`src/rtl/fnd_scan_ctrl.sv`:
```
// fnd_scan_ctrl: multiplexed 4-digit common-anode FND driver.
// Cycles through the digits one slot at a time. Each slot is a DRIVE window
// followed by a short BLANK window that stops ghosting between digits. Each
// digit is decoded to active-low segments with a decimal point. Leading-zero
// suppression and per-digit blinking act by holding the digit's common line off.
//
// Interface: there is no valid/ready handshake. Every output is a register
// and is valid on every cycle. The digit inputs are sampled only on the edge
// that enters DRIVE, and that captured value is held for the whole slot.
module fnd_scan_ctrl #(
  parameter int  CLK_HZ       = 100_000_000,
  parameter int  SCAN_HZ      = 1000,
  parameter int  BLANK_CYCLES = 1000,
  parameter int  NUM_DIGITS   = 4,
  parameter int  BLINK_HZ     = 2,
  localparam int SEL_W        = $clog2(NUM_DIGITS)
) (
  input  logic                    clk,
  input  logic                    rst,
  input  logic                    en,
  input  logic                    lz_en,
  input  logic [4*NUM_DIGITS-1:0] digits,
  input  logic [NUM_DIGITS-1:0]   dp_mask,
  input  logic [NUM_DIGITS-1:0]   blink_mask,
  output logic [SEL_W-1:0]        sel,
  output logic [NUM_DIGITS-1:0]   fnd_com,
  output logic [7:0]              fnd_data,
  output logic                    frame_tick,
  output logic [1:0]              state_dbg
);

  localparam int PERIOD     = CLK_HZ / SCAN_HZ;
  localparam int DRIVE_LEN  = PERIOD - BLANK_CYCLES;
  localparam int CNT_W      = $clog2(PERIOD);
  localparam int BLINK_HALF = CLK_HZ / (2 * BLINK_HZ);
  localparam int BLK_W      = (BLINK_HALF > 1) ? $clog2(BLINK_HALF) : 1;

  typedef enum logic [1:0] {
    S_OFF   = 2'd0,
    S_DRIVE = 2'd1,
    S_BLANK = 2'd2
  } state_t;

  state_t               state, state_nx;
  logic [CNT_W-1:0]     cnt, cnt_nx;
  logic [SEL_W-1:0]     sel_nx;
  logic [NUM_DIGITS-1:0] com_nx;
  logic [7:0]           data_nx;
  logic                 tick_nx;
  logic                 entry;
  logic [3:0]           nib;
  logic                 suppress;
  logic [BLK_W-1:0]     blink_cnt;
  logic                 blink_ph;

  // Active-low gfedcba pattern for a hex nibble.
  function automatic logic [6:0] seg7(input logic [3:0] n);
    case (n)
      4'h0: seg7 = 7'h40;
      4'h1: seg7 = 7'h79;
      4'h2: seg7 = 7'h24;
      4'h3: seg7 = 7'h30;
      4'h4: seg7 = 7'h19;
      4'h5: seg7 = 7'h12;
      4'h6: seg7 = 7'h02;
      4'h7: seg7 = 7'h78;
      4'h8: seg7 = 7'h00;
      4'h9: seg7 = 7'h10;
      4'hA: seg7 = 7'h08;
      4'hB: seg7 = 7'h03;
      4'hC: seg7 = 7'h46;
      4'hD: seg7 = 7'h21;
      4'hE: seg7 = 7'h06;
      default: seg7 = 7'h0E;
    endcase
  endfunction

  // True when every nibble from position idx up to the top digit is zero.
  function automatic logic upper_zero(input logic [4*NUM_DIGITS-1:0] d,
                                      input logic [SEL_W-1:0] idx);
    upper_zero = 1'b1;
    for (int j = 0; j < NUM_DIGITS; j++) begin
      if (j >= int'(idx) && d[4*j +: 4] != 4'h0) upper_zero = 1'b0;
    end
  endfunction

  assign state_dbg = state;

  // Blink timebase: runs freely whatever en is, and toggles the phase every half period.
  always_ff @(posedge clk or negedge rst) begin
    if (!rst) begin
      blink_cnt <= '0;
      blink_ph  <= 1'b0;
    end else if (blink_cnt == BLK_W'(BLINK_HALF - 1)) begin
      blink_cnt <= '0;
      blink_ph  <= ~blink_ph;
    end else begin
      blink_cnt <= blink_cnt + 1'b1;
    end
  end

  // Scan state and registered display outputs.
  always_ff @(posedge clk or negedge rst) begin
    if (!rst) begin
      state      <= S_OFF;
      sel        <= '0;
      cnt        <= '0;
      fnd_com    <= '1;
      fnd_data   <= 8'hFF;
      frame_tick <= 1'b0;
    end else begin
      state      <= state_nx;
      sel        <= sel_nx;
      cnt        <= cnt_nx;
      fnd_com    <= com_nx;
      fnd_data   <= data_nx;
      frame_tick <= tick_nx;
    end
  end

  // Next state, slot timing, and capture of the digit pattern on DRIVE entry.
  always_comb begin
    state_nx = state;
    sel_nx   = sel;
    cnt_nx   = cnt;
    com_nx   = fnd_com;
    data_nx  = fnd_data;
    tick_nx  = 1'b0;
    entry    = 1'b0;
    nib      = 4'h0;
    suppress = 1'b0;

    if (!en) begin
      state_nx = S_OFF;
      sel_nx   = '0;
      cnt_nx   = '0;
      com_nx   = '1;
      data_nx  = 8'hFF;
    end else begin
      case (state)
        S_OFF: begin
          state_nx = S_DRIVE;
          sel_nx   = '0;
          cnt_nx   = '0;
          entry    = 1'b1;
        end
        S_DRIVE: begin
          if (cnt == CNT_W'(DRIVE_LEN - 1)) begin
            state_nx = S_BLANK;
            cnt_nx   = '0;
            com_nx   = '1;
            data_nx  = 8'hFF;
          end else begin
            cnt_nx = cnt + 1'b1;
          end
        end
        S_BLANK: begin
          if (cnt == CNT_W'(BLANK_CYCLES - 1)) begin
            state_nx = S_DRIVE;
            cnt_nx   = '0;
            sel_nx   = (sel == SEL_W'(NUM_DIGITS - 1)) ? '0 : sel + 1'b1;
            tick_nx  = (sel == SEL_W'(NUM_DIGITS - 1));
            entry    = 1'b1;
          end else begin
            cnt_nx = cnt + 1'b1;
          end
        end
        default: begin
          state_nx = S_OFF;
          sel_nx   = '0;
          cnt_nx   = '0;
          com_nx   = '1;
          data_nx  = 8'hFF;
        end
      endcase
    end

    // Digit 0 is never blanked as a leading zero.
    if (entry) begin
      nib      = digits[{sel_nx, 2'b00} +: 4];
      suppress = (lz_en && (sel_nx != '0) && upper_zero(digits, sel_nx)) ||
                 (blink_mask[sel_nx] && blink_ph);
      com_nx   = suppress ? '1 : ~(NUM_DIGITS'(1) << sel_nx);
      data_nx  = {~dp_mask[sel_nx], seg7(nib)};
    end
  end

endmodule

```
`config.mk`:
```
export PLATFORM = sky130hd
export DESIGN_NAME = fnd_scan_ctrl
export DESIGN_NICKNAME = d
export VERILOG_FILES = /design/src/rtl/fnd_scan_ctrl.sv
export SDC_FILE = /design/constraint.sdc
export NUM_CORES = 1
export LEC_CHECK = 0
export BUFFER_PORTS_ARGS = -buffer_cell sky130_fd_sc_hd__clkbuf_2
export CAP_MARGIN = 25
export CORE_MARGIN = 1
export CORE_UTILIZATION = 60
export CTS_CLUSTER_DIAMETER = 60
export DETAILED_ROUTE_END_ITERATION = 8
export PLACE_DENSITY = 0.84
export SYNTH_ARGS = -nofsm -noshare
export SYNTH_HDL_FRONTEND = slang
export SYNTH_SLANG_ARGS = --single-unit
```
`constraint.sdc`:
```
create_clock -name clk -period 8.8 [get_ports clk]
set_clock_uncertainty 0.1 [all_clocks]
set_input_delay 0 -clock clk [delete_from_list [all_inputs] [get_ports clk]]
set_output_delay 0 -clock clk [all_outputs]
set_load 0.01 [all_outputs]
```
== Yosys cells after proc, flatten, opt, wreduce, memory -nomap -nowiden ==
Memory sizes are Yosys's and may differ from the RTL's.
Index checks and enable logic that the tools add are counted.

* Bits in read-only memories: 112
* Bits of input ports: 28
* Memories: 1
* Logic and storage cells: 84
* Output and inout port bits: 17
* Bits in registers: 60

{| class="wikitable"
|+ Memory list
! memory !! depth !! bits a word !! read ports !! clocked after Yosys merged registers in !! write ports !! RTL line !! RTL
|-
| (name not given) || 16 || 7 || 1 || 0 || 0 || 58 || <nowiki>case (n)</nowiki>
|}

* Mux-type cells: 37
* Reductions and logical operators: 16
* Shift operators: 2
* Equality and inequality tests: 10
* $add $sub $neg: 3
* Bitwise gates (word level): 3
* $lt $le $gt $ge: 4

{| class="wikitable"
|+ Operators by type and width
! cell !! count
|-
| $mux 17 || 3
|-
| $pmux 17 s2 || 1
|-
| $add 25x1->25 const B || 1
|-
| $eq 25x25->1 const B || 1
|-
| $mux 25 || 1
|-
| $mux 8 || 3
|-
| $add 17x1->17 const B || 1
|-
| $eq 17x10->1 const B || 1
|-
| $eq 17x17->1 const B || 1
|-
| $mux 4 || 4
|-
| $pmux 8 s2 || 1
|-
| $reduce_bool 4->1 || 4
|-
| $shiftx 16x5->4 || 1
|-
| $mux 1 || 12
|-
| $mux 2 || 6
|-
| $pmux 4 s2 || 1
|-
| $logic_and 1x1->1 || 6
|-
| $ne 3x3->1 const B || 2
|-
| $pmux 2 s3 || 1
|-
| $bmux 1 s2 || 2
|-
| $eq 2x2->1 const B || 2
|-
| $ge 1x2->1 const A || 2
|-
| $ne 4x4->1 const B || 1
|-
| $not 4->4 || 1
|-
| 14 further kinds || 16
|}

== Depth between registers and ports, before layout ==
* Depth in word-level cells: 16
* Gate-level depth with buffers: 15
* Gate-level depth less buffers: 15

== Worst setup path after synthesis ==
No wires, ideal clock.

* Path kind: register -> register
* Start: reg cnt[0]
* End: reg fnd_data[5]
* Library setup time: 0.080 ns
* Period minus slack after synthesis: 2.934 ns
* Data required time: 8.620 ns
* Arrival time: 2.754 ns
* Setup slack: 5.866 ns
* Buffers on the path: 0
* Cell stages (with the launch flop): 13
* Cells stage by stage: dfrtp_1 ha_1 nor4bb_2 nand4b_1 o221ai_2 nand2_2 or4_1 o211ai_1 inv_1 ha_1 mux2i_1 o22ai_1 o22a_1

* Longest elaborated chain between the ends: 7
* Elaborated cells on any way between the ends: 14
* Classes of those cells: eq/ne (4); shift (1); mux (7); reduce/logical (1); memory (1)

{| class="wikitable"
|+ Ends and longest elaborated chain
! item !! RTL line !! RTL
|-
| start, declared || 45 || <nowiki>logic [CNT_W-1:0] cnt, cnt_nx;</nowiki>
|-
| start signal, assigned || 114 || <nowiki>cnt <= cnt_nx;</nowiki>
|-
| $eq 17x10->1 || 158 || <nowiki>if (cnt == CNT_W'(BLANK_CYCLES - 1)) begin</nowiki>
|-
| $mux 2 || 158 ||
|-
| $pmux 2 s2 || 140 || <nowiki>case (state)</nowiki>
|-
| $mux 2 || 133 || <nowiki>if (!en) begin</nowiki>
|-
| $shiftx 16x5->4 || 180 || <nowiki>nib = digits[{sel_nx, 2'b00} +: 4];</nowiki>
|-
| $mem_v2 16x7 || n/a ||
|-
| $mux 8 || 179 || <nowiki>if (entry) begin</nowiki>
|-
| end signal, assigned || 116 || <nowiki>fnd_data <= data_nx;</nowiki>
|-
| end, declared || 27 || <nowiki>output logic [7:0] fnd_data,</nowiki>
|}

Several ways; a longest one is shown, not always the timed one.
A chain may end at the register's enable or synchronous reset.

== Final worst setup path ==
Ends and elaborated chain as after synthesis.

==> Implementation_results.wiki <==
{| class="wikitable"
! Metric !! Value
|-
| Max-slew violation count || 0
|-
| Via count || just under 3,000
|-
| Relative area change from synthesis to final layout || 14.2%
|-
| Dominant register cell in the synthesized netlist || sky130_fd_sc_hd__dfrtp_1
|-
| Final TNS setup || 0 ns
|-
| TritonCTS Sinks || 60
|-
| Distinct cells, synth || 61
|-
| Overall die area || between 6000 and 7000 um2
|-
| Pin count of the biggest net entering global routing || 61
|-
| Fraction of the yosys area taken by sequential cells || a little over two fifths
|-
| Synthesized cell area || around 3500 um2
|-
| Synth Area per Inst || between 9 and 10 um2
|-
| Number of detailed-routing iterations run before antenna repair || 5
|-
| Cells after synthesis || roughly 360
|-
| Number of flops mapped to enable cells by yosys || 0
|-
| GR Util All Layers || 26.0%
|-
| Peak supply drop || roughly 0.11 mV
|-
| Clk pin slew, worst setup/hold paths || 0.07 ns
|-
| Proportion of synthesized flip-flops having asynchronous set or reset || 100%
|-
| Critical path startpoint category || flop
|-
| CTS root buf || sky130_fd_sc_hd__clkbuf_8
|-
| Worst-margin pin slew || between 0.7 and 0.8 ns
|-
| Post-Layout Inst Area || between 3000 and 4000 um2
|-
| Chip Height || 78.1 um
|-
| Worst hold margin || slightly above 0.06 ns
|-
| Max-Slew Margin vs Limit || 50.0%
|-
| Number of register bits inferred by synthesis || 60
|-
| Most congested layer reported by global routing || met2
|-
| Cells after DPL || 465
|-
| Via density || a little under 6
|-
| Setup repair after global routing missed its margin || no
|-
| Final ANT Viol Nets || 0
|-
| Kind of critical path || flop to flop
|-
| Clock tree from TritonCTS || built
|-
| Arrival time at the worst endpoint || around 3.6 ns
|-
| Clock period minus final worst setup slack || about 3.4 ns
|-
| Number of remaining DRC errors || 0
|-
| Endpoint type of the worst setup path || flop
|-
| Number of clock buffers inserted by TritonCTS || 9
|-
| Leakage power || 1.73 nW
|-
| Net load switching power || ~0.14 mW
|-
| Share of power burned in combinational logic || roughly a tenth
|-
| M1 GR Usage || 34.3%
|-
| Met3 Resource Use GR || under 10%
|-
| Global-route wire length before repair || roughly 12,000 um
|-
| Buffers on Ports || 44
|-
| Share of layout cells above drive strength 1 || 21.3%
|-
| Detailed-route wire length || 7360 um
|-
| Post-placement cell area || around 3700 um2
|-
| Drt wl/cell || 15.1 um
|-
| Vias in the first global route || approximately 2,700
|-
| Final Cycle Share || 38.8%
|-
| Maximum net fanout on the critical path || 8
|-
| Cell Rows || 27
|-
| Pre-CTS setup slack || about 5.5 ns
|-
| Worst-case setup margin in the final layout || about 5.4 ns
|-
| Syn_nets || between 300 and 400
|-
| Fmax achieved || between 200 and 300 MHz
|-
| Cell type contributing the most total cell area after synthesis || sky130_fd_sc_hd__dfrtp_1
|-
| Total I/O pin count || between 40 and 50
|-
| Post-layout utilization of the core || about 70%
|-
| Total power after layout || roughly 0.59 mW
|-
| Initial drt markers || approximately 130
|-
| GR Overflow Total || 0
|-
| Filler-free cell count of the finished design || 486
|-
| Number of warnings reported in the yosys synthesis log || 0
|-
| Sw Ratio || about a quarter
|-
| Max-cap viol count || 0
|-
| Most area-consuming cells after synthesis || sky130_fd_sc_hd__dfrtp_1, sky130_fd_sc_hd__dfstp_2, sky130_fd_sc_hd__xnor2_1, sky130_fd_sc_hd__nor2_1, sky130_fd_sc_hd__ha_1
|-
| Number of diodes added for antenna fixing || 0
|-
| Final weighted congestion of routability-driven global placement || roughly 0.9
|-
| Data required time of the worst path || roughly 9.0 ns
|-
| Outcome || finished clean
|-
| Fin nets || 450
|-
| Final-report hold violation count || 0
|-
| Share of Yosys cell area claimed by the top area cell type || 34.6%
|-
| Met2 usage in global routing || between 40% and 50%
|-
| Area of the core || between 5000 and 6000 um2
|-
| Hpwl dp || between 5000 and 6000 um
|-
| Flop pwr share || between 40 and 50%
|-
| Min-Delay Path Class || input port to flop
|-
| Chip Width || between 70 and 80 um
|-
| Clock latency at the later pin of the worst-skew pair || about 0.33 ns
|-
| Antenna violations before repair || 0
|-
| Clock power share || approximately 40%
|-
| Internal power component || roughly 0.45 mW
|-
| Effective utilization at floorplan || 62.7%
|-
| Number of buffers on the longest clock path || 2
|-
| Number of setup violations in the final report || 0
|-
| Total power density per cell area || 148 nW/um2
|-
| CTS H-tree depth || 3
|}
-- cell type report --
type | count | area (um2)
Clock buffer | 14 | 153
Clock inverter | 2 | 35.0
Fill cell | 399 | 1580
Inverter | 13 | 48.8
Multi-Input combinational cell | 274 | 1840
Sequential cell | 60 | 1520
Tap cell | 72 | 90.1
Timing Repair Buffer | 51 | 285
-- timing repair --
item	4_1_cts	5_1_grt
setup buffers	0	0
resized for setup	0	0
hold endpoints to repair	54	0
hold buffers	5	0
-- synthesized netlist by cell type (4+ instances only) --
master and n:
sky130_fd_sc_hd__dfrtp_1 48, sky130_fd_sc_hd__nor2_1 46, sky130_fd_sc_hd__nand2_1 29, sky130_fd_sc_hd__nand3_1 26, sky130_fd_sc_hd__xnor2_1 21, sky130_fd_sc_hd__xor2_1 15, sky130_fd_sc_hd__ha_1 13, sky130_fd_sc_hd__inv_1 13
sky130_fd_sc_hd__and3_1 12, sky130_fd_sc_hd__dfstp_2 12, sky130_fd_sc_hd__o21ai_0 9, sky130_fd_sc_hd__a21oi_1 8, sky130_fd_sc_hd__nand4_1 7, sky130_fd_sc_hd__nor3_1 7, sky130_fd_sc_hd__and2_1 6, sky130_fd_sc_hd__a31oi_1 4
sky130_fd_sc_hd__buf_6 4, sky130_fd_sc_hd__nor4_1 4, sky130_fd_sc_hd__o22a_1 4, sky130_fd_sc_hd__o22ai_1 4, sky130_fd_sc_hd__or4_1 4
-- logic make-up after synthesis --
family,synth area share [%]
and+or+nand+nor,26.4
DFF,43.7
AOI/OAI and AO/OA,11.2
xor gates and xnor gates,9.08
buffers and inverters,3.46
adders and majority gates,4.68
muxes,1.51
-- power by group through the flow --
stage / Clock [mW] / Combinational, mW / Sequential, mW
4_1_cts: 0.243 / 0.0565 / 0.289
3_3_place_gp: 0 / 0.0538 / 0.293
6_report: 0.240 / 0.0566 / 0.289
3_5_place_dp: 0 / 0.0543 / 0.294
5_1_grt: 0.255 / 0.0626 / 0.289
2_1_floorplan: 0 / 0.0291 / 0.296
-- state kept, by name, indices dropped and copies added, names as in the netlist --
name,count
frame_tick,1
blink_cnt,25
state_dbg,2
fnd_com,4
sel,2
fnd_data,8
blink_ph,1
cnt,17
-- layer usage --
layer / vias up / share of wire [%]
met5: - / 0
met4: 0 / 1.9
met3: 15 / 6.0
met2: 111 / 46
met1: 1384 / 46
li1: 1373 / -
-- final timing paths --
path,slack (ns),end,cells past startpoint,from
max in group asynchronous,7.87,blink_cnt[19]$_DFF_PN0_,3,rst
worst min register to register,0.37,blink_ph$_DFFE_PN0N_,1,blink_ph$_DFFE_PN0N_
min in group asynchronous,0.25,cnt[8]$_DFF_PN0_,3,rst
worst max-delay path,5.39,fnd_data[5]$_DFFE_PN1P_,12,cnt[0]$_DFF_PN0_
worst max register to register,5.39,fnd_data[5]$_DFFE_PN1P_,12,cnt[0]$_DFF_PN0_
worst min-delay path,0.06,fnd_com[3]$_DFFE_PN1P_,5,digits[14]
-- worst max-delay path, stage by stage (launching register included) --
cell and delay (ns):
sky130_fd_sc_hd__dfrtp_1 0.40, sky130_fd_sc_hd__ha_1 0.22, sky130_fd_sc_hd__nor4bb_2 0.33, sky130_fd_sc_hd__nand4b_1 0.20, sky130_fd_sc_hd__o221ai_2 0.22, sky130_fd_sc_hd__and2_1 0.42
sky130_fd_sc_hd__a21oi_4 0.14, sky130_fd_sc_hd__o211ai_1 0.41, sky130_fd_sc_hd__inv_1 0.18, sky130_fd_sc_hd__ha_1 0.29, sky130_fd_sc_hd__mux2i_1 0.15, sky130_fd_sc_hd__o22ai_1 0.10
sky130_fd_sc_hd__o22a_1 0.18
-- placed cells by master (no fill, tap or decap), drive strengths merged, types with 10 or more instances in the layout --
| master | netlist | layout |
|---|---|---|
| clkbuf | 3 | 58 |
| nor2 | 49 | 49 |
| dfrtp | 48 | 48 |
| nand2 | 32 | 32 |
| nand3 | 27 | 27 |
| xnor2 | 21 | 21 |
| xor2 | 15 | 15 |
| inv | 13 | 13 |
| ha | 13 | 13 |
| and3 | 12 | 12 |
| dfstp | 12 | 12 |
| o21ai | 10 | 10 |
Power figures use the tool's default switching activity.
